**config.mk**
```make
export PLATFORM = sky130hd
export DESIGN_NAME = joy_db15_responder
export DESIGN_NICKNAME = d
export VERILOG_FILES = /design/src/rtl/joy_db15_responder.sv
export SDC_FILE = /design/constraint.sdc
export NUM_CORES = 1
export LEC_CHECK = 0
export CAP_MARGIN = 20
export CELL_PAD_IN_SITES_DETAIL_PLACEMENT = 1
export CELL_PAD_IN_SITES_GLOBAL_PLACEMENT = 1
export CORE_MARGIN = 1
export CORE_UTILIZATION = 38
export CTS_BUF_LIST = sky130_fd_sc_hd__clkbuf_4 sky130_fd_sc_hd__clkbuf_8
export DETAILED_ROUTE_END_ITERATION = 8
export GPL_TIMING_DRIVEN = 0
export MAX_ROUTING_LAYER = met4
export PLACE_DENSITY = 0.74
export SETUP_SLACK_MARGIN = 0.5
export SYNTH_ARGS = -nofsm -noshare
export SYNTH_HDL_FRONTEND = slang
export SYNTH_SLANG_ARGS = --single-unit
```
**constraint.sdc**
```tcl
create_clock -name clk -period 5.4 [get_ports clk]
set_clock_uncertainty 0.15 [all_clocks]
set_input_delay 0.81 -clock clk [delete_from_list [all_inputs] [get_ports clk]]
set_output_delay 0.81 -clock clk [all_outputs]
set_load 0.02 [all_outputs]
```
**src/rtl/joy_db15_responder.sv**
```systemverilog
// Device-side DB15 joystick adapter: answers the reader's LOAD/CLK poll and
// serialises two players' buttons on joy_data, like a 74HC165 chain.
module joy_db15_responder #(
   parameter int NBITS       = 24,
   parameter int SYNC_STAGES = 2
) (
   input  logic                     clk,
   input  logic                     reset_n,
   input  logic                     joy_clk,
   input  logic                     joy_load,
   input  logic [11:0]              joy1_in,
   input  logic [11:0]              joy2_in,
   output logic                     joy_data,
   output logic [$clog2(NBITS)-1:0] bit_cnt,
   output logic                     frame_done,
   output logic                     busy
);

   localparam int              CW       = $clog2(NBITS);
   localparam logic [CW-1:0]   LAST_BIT = CW'(NBITS - 1);

   typedef enum logic [1:0] {
      IDLE,
      LOAD,
      SHIFT,
      DONE
   } state_t;

   state_t                 state;
   logic [SYNC_STAGES-1:0] clk_sync;
   logic [SYNC_STAGES-1:0] load_sync;
   logic                   clk_prev;
   logic [NBITS-1:0]       shreg;
   logic [NBITS-1:0]       shreg_next;
   logic [NBITS-1:0]       frame_word;
   logic                   clk_rise;
   logic                   load_low;

   // Pins idle high, so the synchronisers reset to 1 and no false edge appears.
   always_ff @(posedge clk or negedge reset_n) begin
      if (!reset_n) begin
         clk_sync  <= '1;
         load_sync <= '1;
         clk_prev  <= 1'b1;
      end else begin
         clk_sync  <= {clk_sync[SYNC_STAGES-2:0], joy_clk};
         load_sync <= {load_sync[SYNC_STAGES-2:0], joy_load};
         clk_prev  <= clk_sync[SYNC_STAGES-1];
      end
   end

   assign clk_rise   = clk_sync[SYNC_STAGES-1] & ~clk_prev;
   assign load_low   = ~load_sync[SYNC_STAGES-1];
   assign shreg_next = {1'b1, shreg[NBITS-1:1]};

   always_comb begin
      frame_word        = '1;
      frame_word[23:0]  = {~joy2_in, ~joy1_in};
   end

   // Load has priority over everything, mirroring the 165's SH/LD pin.
   always_ff @(posedge clk or negedge reset_n) begin
      if (!reset_n) begin
         state      <= IDLE;
         shreg      <= '1;
         joy_data   <= 1'b1;
         bit_cnt    <= '0;
         frame_done <= 1'b0;
         busy       <= 1'b0;
      end else begin
         frame_done <= 1'b0;
         if (load_low) begin
            state    <= LOAD;
            shreg    <= frame_word;
            joy_data <= frame_word[0];
            bit_cnt  <= '0;
            busy     <= 1'b0;
         end else begin
            case (state)
               LOAD: begin
                  state <= SHIFT;
                  busy  <= 1'b1;
               end
               SHIFT: begin
                  if (clk_rise) begin
                     shreg    <= shreg_next;
                     joy_data <= shreg_next[0];
                     if (bit_cnt == LAST_BIT) begin
                        state      <= DONE;
                        busy       <= 1'b0;
                        frame_done <= 1'b1;
                     end else begin
                        bit_cnt <= bit_cnt + 1'b1;
                     end
                  end
               end
               default: begin
                  // Clocks outside a frame keep shifting in 1s; the index saturates.
                  state <= IDLE;
                  if (clk_rise) begin
                     shreg    <= shreg_next;
                     joy_data <= shreg_next[0];
                     if (bit_cnt != LAST_BIT) begin
                        bit_cnt <= bit_cnt + 1'b1;
                     end
                  end
               end
            endcase
         end
      end
   end

endmodule

```
======== Yosys cells after proc, flatten, opt, wreduce, memory -nomap -nowiden ========
Cells that the tools add are included.
storage, ports and cells
  bits in registers ....................... 39
  input bits .............................. 28
  output and inout port bits .............. 8
operators by class
  add/sub/neg operators ................... 1
  equality and inequality tests ........... 11
  muxes and demuxes ....................... 24
  bitwise operators ....................... 4
  reduce and logical (&&, ||, !) cells .... 4
operator list
  kind                 number
  $mux 24              3
  $mux 5               5
  $not 12->12          2
  $mux 1               10
  $pmux 5 s2           1
  $ne 3x3->1 const B   3
  $mux 2               3
  $ne 3x1->1 const B   2
  $add 5x1->5 const B  1
  $eq 5x5->1 const B   1
  $ne 5x5->1 const B   1
  $pmux 2 s2           1
  $reduce_and 2->1     2
  $reduce_and 4->1     1
  $reduce_and 3->1     1
  $eq 2x1->1 const B   1
  $eq 2x2->1 const B   1
  $ne 2x1->1 const B   1
  $ne 2x2->1 const B   1
  $pmux 1 s2           1
  $and 1x1->1          1
  $not 1->1            1

======== Longest topological paths before layout ========
Gate-level depths: netlist (run 1).
  depth after elaboration ................. 5
  depth in mapped cells ................... 7
  gate-level depth less buffers ........... 5

======== Worst setup path before layout (run 1) ========
Ideal clock, no wire load.
  kind .................................... register to register
  start ................................... reg state[0]
  end ..................................... reg bit_cnt[2]
  data arrival time ....................... 1.656 ns
  required time ........................... 5.110 ns
  setup slack ............................. 3.455 ns
  cell stages (with the launch flop) ...... 7
  clock period less this slack ............ 1.945 ns
  cells stage by stage .................... dfrtp_1 > ha_1 > or3b_1 > buf_6 > buf_2 > o311ai_0 > o41ai_1
on the way
  cells in the longest elaborated chain, start to end .. 3
  elaborated cells on any way between the ends .. 8
  classes of those cells .................. 5 x eq/ne; 2 x mux; 1 x reduce/logical
RTL lines
  item                                                                RTL line  text
  from (decl)                                                         29        state_t state;
  from (signal assigned)                                              64        state <= IDLE;
  from (signal assigned)                                              73        state <= LOAD;
  from (signal assigned)                                              81        state <= SHIFT;
  $eq 2x2->1 / $eq 2x1->1 (equally long branches)                     79        case (state)
  $ne 3x1->1 (no source line), or another cell as far along           -
  $reduce_and 4->1 (no source line) / $mux 5 (equally long branches)  -
  to (signal assigned)                                                93        bit_cnt <= bit_cnt + 1'b1;
  to (signal assigned)                                                104       bit_cnt <= bit_cnt + 1'b1;
  to (decl)                                                           14        output logic [$clog2(NBITS)-1:0] bit_cnt,
Parallel ways exist; a longest one is shown, timed or not.
A chain may end at the register's enable or synchronous reset.

==> impl_metrics.csv, run 1 <==
group,metric,value,unit
synth,synth_nets,161,
synth,synth_top_area_cell,"dfstp_2",
critical_path,r2r-end,"bit_cnt[2]",
global_routing,grt_pass1_vias,1293,
die,dieArea,4865,um^2
global_routing,overflow,0,
clocking,insertion_delay,0.28,ns
synth,syn_area_per_cell,13.42,um^2
critical_path,crit_path_start_kind,"register",
detailed_routing,firstDrtPassIters,2,
synth,yosys.area_share.adder,0.02152,
place,hpwl,2532,um
critical_path,path_class,"register to primary output",
power,p_leak,0.001056,uW
detailed_routing,drt_iter0_drc,78,
cells_and_area,post-route-util,0.5240,
critical_path,slowest_stage,"clkdlybuf4s50_1",
critical_path,critical_path_depth,1,
cells_and_area,final_cells,225,
synth,synthCells,130,
timing,setup_viol,0,
critical_path,critPathMaxStageDelay,0.60,ns
flow_run,max_cap_violations,0,
place,port_buffers,35,
power,powerDensity,326.2,nW/um^2
synth,synth_compound_area_frac,0.06600,
clocking,cts-buffers-inserted,5,
detailed_routing,routedWlPerCell,15.57,um
synth,synthMuxAreaShare,0.2640,
cells_and_area,drive_gt1_frac,0.2486,
critical_path,critical-path-top-delay-family,"buffers and inverters",
critical_path,worstPathBufferInverterCount,1,
critical_path,reg2reg_from,"state[1]",
clocking,cts.sinks,38,
cells_and_area,syn2layout_area_growth,31.71,%
timing,rsz0062_at_grt,"false",
synth,synth_top_area_share,0.4369,
outcome,outcome,"complete, no violations",
synth,synth_area_leaders,"dfstp_2, mux2i_1, dfrtp_1, ha_1, o21ai_0",
global_routing,grt_max_degree,39,
die,rows,24,
timing,worst_slew_margin_rel,0.4537,
synth,async_reset_ff_frac,1.000,
critical_path,cp-end-kind,"primary output",
global_routing,track_usage,0.1636,
synth,yosys.area_share.xor_xnor,0,
synth,synth-seq-area-share,0.5660,
hold_path,whs_path_depth,0,
timing,timing.final.crit_share,0.4398,
place,place_congestion,0.7352,
timing,hold_slack,0.2083,ns
clocking,clockBufferDepth,2,
timing,finalCriticalPeriod,2.375,ns
synth,synth_area,1744,um^2
critical_path,r2r_slack,3.23,ns
detailed_routing,viasPerCell,5.173,
synth,synth-edff-count,0,
synth,synth_top_family_by_area,"multiplexers",
timing,layout_setup_ws,3.025,ns
place,place_ws,3.246,ns
cells_and_area,nets,203,
cells_and_area,antenna_cells,0,
global_routing,antenna_found_initial,0,
critical_path,reg2regPathDepth,7,
critical_path,path_max_fanout,2,
synth,synthSimpleGateAreaFrac,0.05452,
clocking,h-tree-depth,2,
global_routing,grt_pass1_wl,5940,um
timing,fin_tns_setup,0,ns
critical_path,path_cells,"clkdlybuf4s50_1",
synth,synth.top_cells.by_count,"mux2i_1, dfstp_2, dfrtp_1",
detailed_routing,ant_nets,0,
timing,hold_violations,0,
clocking,cts.clk_slew.worst_paths,0.08,ns
synth,synth_cell_type_count,28,
detailed_routing,drc,0,
clocking,cts_resized,0,
timing,worst_pin_slew,0.8194,ns
place,dp_cells,217,
detailed_routing,route.final.wire_length,3503,um
die,die_h,69.75,um
die,core_area,4384,um^2
clocking,postCtsHoldBufs,0,
power,peakVddDrop,0.0001698,V
die,ios,36,
detailed_routing,vias,1164,
clocking,clock-root-buffer,"clkbuf_8",
synth,yosysMostFrequentCell,"mux2i_1",
synth,ys_seq_elements,38,
timing,fmax,421.1,MHz
die,initial_utilization,0.3978,
die,die-width,69.75,um
hold_path,hold_end,"clk_sync[1]",
clocking,cts_tree,"done",
clocking,post_cts_buffers,0,
timing,finalMaxSlewViolations,0,
critical_path,crit_arrival,1.41,ns
hold_path,hp-class,"register to register",
hold_path,holdCritStartpoint,"clk_sync[0]",
synth,yosys_warnings,0,
critical_path,worstPathRequired,4.44,ns
synth,yosys_most_used_dff,"dfstp_2",
[kinds of logic (layout without fill, tap and decap cells)]
family,Yosys count,after routing
muxes,46,46
DFF,38,38
AOI/OAI and AO/OA,19,19
and+or+nand+nor,14,14
buffers and inverters,10,53
adders and majority gates,3,3
[per-layer routing]
metal | global-route usage | wire (um) | up-vias
li1 | - | - | 557
met5 | - | 0 | -
met1 | 0.1889 | 1487 | 576
met4 | 0.07111 | 45 | 0
met2 | 0.2697 | 1830 | 27
met3 | 0.04215 | 140 | 4
[registers in the layout (all words and copies together), names as in the netlist]
register,count
shreg,24
clk_prev,1
bit_cnt,5
state,2
load_sync,2
clk_sync,2
frame_done,1
busy,1
[metrics by stage]
step                      power (uW)  cell area (um^2)
final                          749.3              2297
after global routing           786.3              2297
after CTS                      763.7              2297
after detailed placement       462.9              2155
after global placement         454.5              2160
after floorplan                413.5              1744
[cell usage in the layout (no fill, tap or decap), types with 2 or more instances in the layout]
cell,instances
mux2i_1,46
or3_1,2
bufinv_16,2
dfstp_2,29
inv_1,3
a21oi_1,6
dfrtp_1,9
clkdlybuf4s50_1,34
buf_2,4
nand3_1,3
clkbuf_8,6
ha_1,3
nor3_1,2
o21ai_0,7
[final cells by class]
| type | count | area [um^2] |
|---|---|---|
| sequential | 38 | 987.2 |
| tap | 52 | 65.06 |
| clock buffer | 6 | 82.58 |
| buffer | 6 | 33.78 |
| inverter | 4 | 15.01 |
| timing repair buffer | 35 | 345.3 |
| multi-input combinational | 82 | 708.2 |
| fill | 456 | 2087 |
| clock inverter | 2 | 60.06 |
[power by group]
| group | leakage [uW] | total, uW | internal (uW) | switching [uW] |
|---|---|---|---|---|
| Clock | 0.0000714 | 293 | 197 | 96.4 |
| Combinational | 0.000560 | 106 | 57.4 | 48.5 |
| Sequential | 0.000425 | 350 | 333 | 17.3 |
| Total | 0.00106 | 749 | 587 | 162 |
[worst max-delay path by stage]
stage / start / endpoint
2_1_floorplan: state[0] / bit_cnt[2]
3_3_place_gp: reset_n / state[1]
3_5_place_dp: state[1] / bit_cnt[2]
4_1_cts: shreg[0] / joy_data
5_1_grt: shreg[0] / joy_data
6_report: shreg[0] / joy_data
Note: power is estimated with default switching activity, not from simulation.
==> run 2: changes to the inputs <==
Settings changed: PLACE_DENSITY 0.74 to 0.77.
Clock period 5.4 ns to 1.9 ns, I/O delays scaled along.
==> run 2 against run 1 <==
  * Die area unchanged
  * Utilization grew 9.3 points
  * Sequential share of layout area is 6.3 points lower
  * Non-clock buffer count up 23
  * Critical path type is now register to register
  * Routed wire length up 28%
  * The flow now finishes with violations (hold timing, setup timing)
  * Clock power increased by 98%
  * Largest cell class unchanged
  * Critical endpoint is now shreg[3]
  * Critical path depth is 7 higher
==> impl_metrics.csv, run 2 (same netlist as run 1, synthesis figures left out) <==
group,metric,value,unit
critical_path,path_class,"register to register",
global_routing,grt_max_degree,39,
die,rows,24,
critical_path,crit_path_start_kind,"register",
clocking,h-tree-depth,2,
cells_and_area,fill_cells,417,
clocking,clock-root-buffer,"clkbuf_8",
timing,worst_pin_slew,0.8282,ns
critical_path,worstPathBufferInverterCount,4,
clocking,cts-buffers-inserted,5,
timing,hold_slack,-0.05873,ns
critical_path,crit_arrival,1.97,ns
cells_and_area,nets,226,
detailed_routing,drc,0,
hold_path,hp-class,"primary input to asynchronous set/reset pin",
timing,timing.final.crit_share,1.009,
clocking,insertion_delay,0.28,ns
die,core_area,4384,um^2
timing,finalMaxSlewViolations,0,
critical_path,path_cells,"inv_2, ha_4, or3b_1, buf_6, buf_12, buf_12, mux2i_1, mux2i_1",
outcome,outcome,"finished, violations left",
global_routing,antenna_found_initial,0,
cells_and_area,final_cell_area,2705,um^2
power,swShare,0.2555,
timing,setup_viol,2,
power,peakVddDrop,0.0005139,V
cells_and_area,antenna_cells,0,
place,port_buffers,35,
place,place_congestion,0.7545,
timing,fmax,521.7,MHz
power,intPower,1534,uW
cells_and_area,drive_gt1_frac,0.5102,
detailed_routing,wl_met2,2326,um
global_routing,grt_pass1_vias,1438,
clocking,cts.sinks,38,
global_routing,grt_pass1_wl,7024,um
die,initial_utilization,0.3978,
detailed_routing,route.final.wire_length,4474,um
detailed_routing,wl_met1,1897,um
cells_and_area,post-route-util,0.6170,
critical_path,critPathMaxStageDelay,0.38,ns
power,share_comb_of_total_power,0.233,
critical_path,worstPathRequired,1.95,ns
clocking,clockBufferDepth,2,
cells_and_area,regMostFlops,"shreg",
critical_path,critical-path-top-delay-family,"buffers and inverters",
global_routing,overflow,0,
power,pwr-share-clk,0.281,
outcome,violations,"hold timing, setup timing",
critical_path,reg2reg_from,"state[1]",
cells_and_area,largest_reg_flops,24,
flow_run,max_cap_violations,0,
die,die-width,69.75,um
clocking,cts.clk_slew.worst_paths,0.08,ns
cells_and_area,final_cell_mix,"mux2i_1, dfstp_2, clkdlybuf4s50_1, buf_6, buf_4",
power,p_seq_frac,0.486,
timing,layout_setup_ws,-0.01682,ns
timing,finalCriticalPeriod,1.917,ns
timing,hold_violations,9,
cells_and_area,syn2layout_area_growth,55.09,%
detailed_routing,routedWlPerCell,18.04,um
critical_path,slowest_stage,"dfrtp_1",
detailed_routing,viasPerCell,5.274,
critical_path,reg2regPathDepth,8,
detailed_routing,drt_iter0_drc,48,
critical_path,cp-end-kind,"register",
detailed_routing,vias,1308,
critical_path,r2r-end,"shreg[3]",
die,ios,36,
cells_and_area,top_regs,"shreg: 24 flops, bit_cnt: 5 flops",
critical_path,r2r_slack,-0.02,ns
place,post_dp_cell_area,2182,um^2
cells_and_area,mostFrequentLayoutCell,"mux2i_1",
detailed_routing,firstDrtPassIters,4,
die,dieArea,4865,um^2
die,die_h,69.75,um
power,switchingPower,526.3,uW
clocking,cts_tree,"done",
timing,worst_slew_margin_rel,0.4478,
power,p_leak,0.001243,uW
detailed_routing,ant_nets,0,
detailed_routing,highest-signal-layer,"met4",
place,hpwl,2586,um
detailed_routing,wl_met3,149,um
critical_path,path_max_fanout,7,
timing,rsz0062_at_grt,"true",
power,powerDensity,761.5,nW/um^2
global_routing,track_usage,0.1962,
==> run 2: metal layers <==
layer  vias to the layer above  global-route usage
met2                        35              0.3387
li1                        611                   -
met3                         9             0.03779
met4                         0             0.07778
met1                       653              0.2246
met5                         -                   -
==> run 2: timing repair <==
action                                  in CTS  in global routing
endpoints found under the hold margin        9                  9
setup buffers                               14                  7
gates cloned                                 2                  0
pin swaps                                    4                  9
endpoints found under the setup margin      39                 38
gates resized for setup                     52                 35
==> run 2: layout make-up <==
| type | instances | area (um^2) | share of cell area |
|---|---|---|---|
| clock buffers | 7 | 90.09 | 0.03330 |
| repair buffers | 58 | 606.8 | 0.2243 |
| clock inverters | 1 | 5.005 | 0.001850 |
| plain buffers | 6 | 68.82 | 0.02544 |
| multi-input cells | 82 | 858.3 | 0.3173 |
| inverters | 4 | 20.02 | 0.007401 |
| well taps | 52 | 65.06 | 0.02405 |
| flip-flops and latches | 38 | 991.0 | 0.3663 |
==> run 2: how the worst max path moves through the flow <==
stage	start	endpoint	slack (ns)	cells past startpoint
final	state[1]	shreg[3]	-0.02	8
after global routing	state[1]	shreg[11]	-0.08	8
after CTS	state[0]	bit_cnt[2]	0.04	6
after detailed placement	state[1]	bit_cnt[2]	-0.11	7
after global placement	reset_n	bit_cnt[1]	-0.55	1
after floorplan	state[1]	bit_cnt[3]	0.09	6
==> run 2: worst register-to-register path: cells and delay by family (launching register included) <==
kind	cells	cell delay [ns]
fa+ha+maj	1	0.16
buf+inv	4	0.49
flops	1	0.38
mux	2	0.31
simple gates	1	0.36
==> run 2: metrics by stage <==
stage	std cells	setup TNS (ns)	worst slack [ns]	power (uW)
2_1_floorplan	130	0	0.09176	1181
3_3_place_gp	217	-6.433	-0.5507	1298
3_5_place_dp	217	-0.1760	-0.1146	1323
4_1_cts	241	0	0.04060	2007
5_1_grt	248	-0.5223	-0.07589	2160
6_report	248	-0.02266	-0.01682	2060
==> run 2: power by group through the flow <==
stage / logic (uW) / clock network [uW] / registers [uW]
2_1_floorplan: 178 / 0 / 1000
3_3_place_gp: 296 / 0 / 1000
3_5_place_dp: 313 / 0 / 1010
4_1_cts: 412 / 597 / 998
5_1_grt: 514 / 633 / 1010
6_report: 480 / 579 / 1000
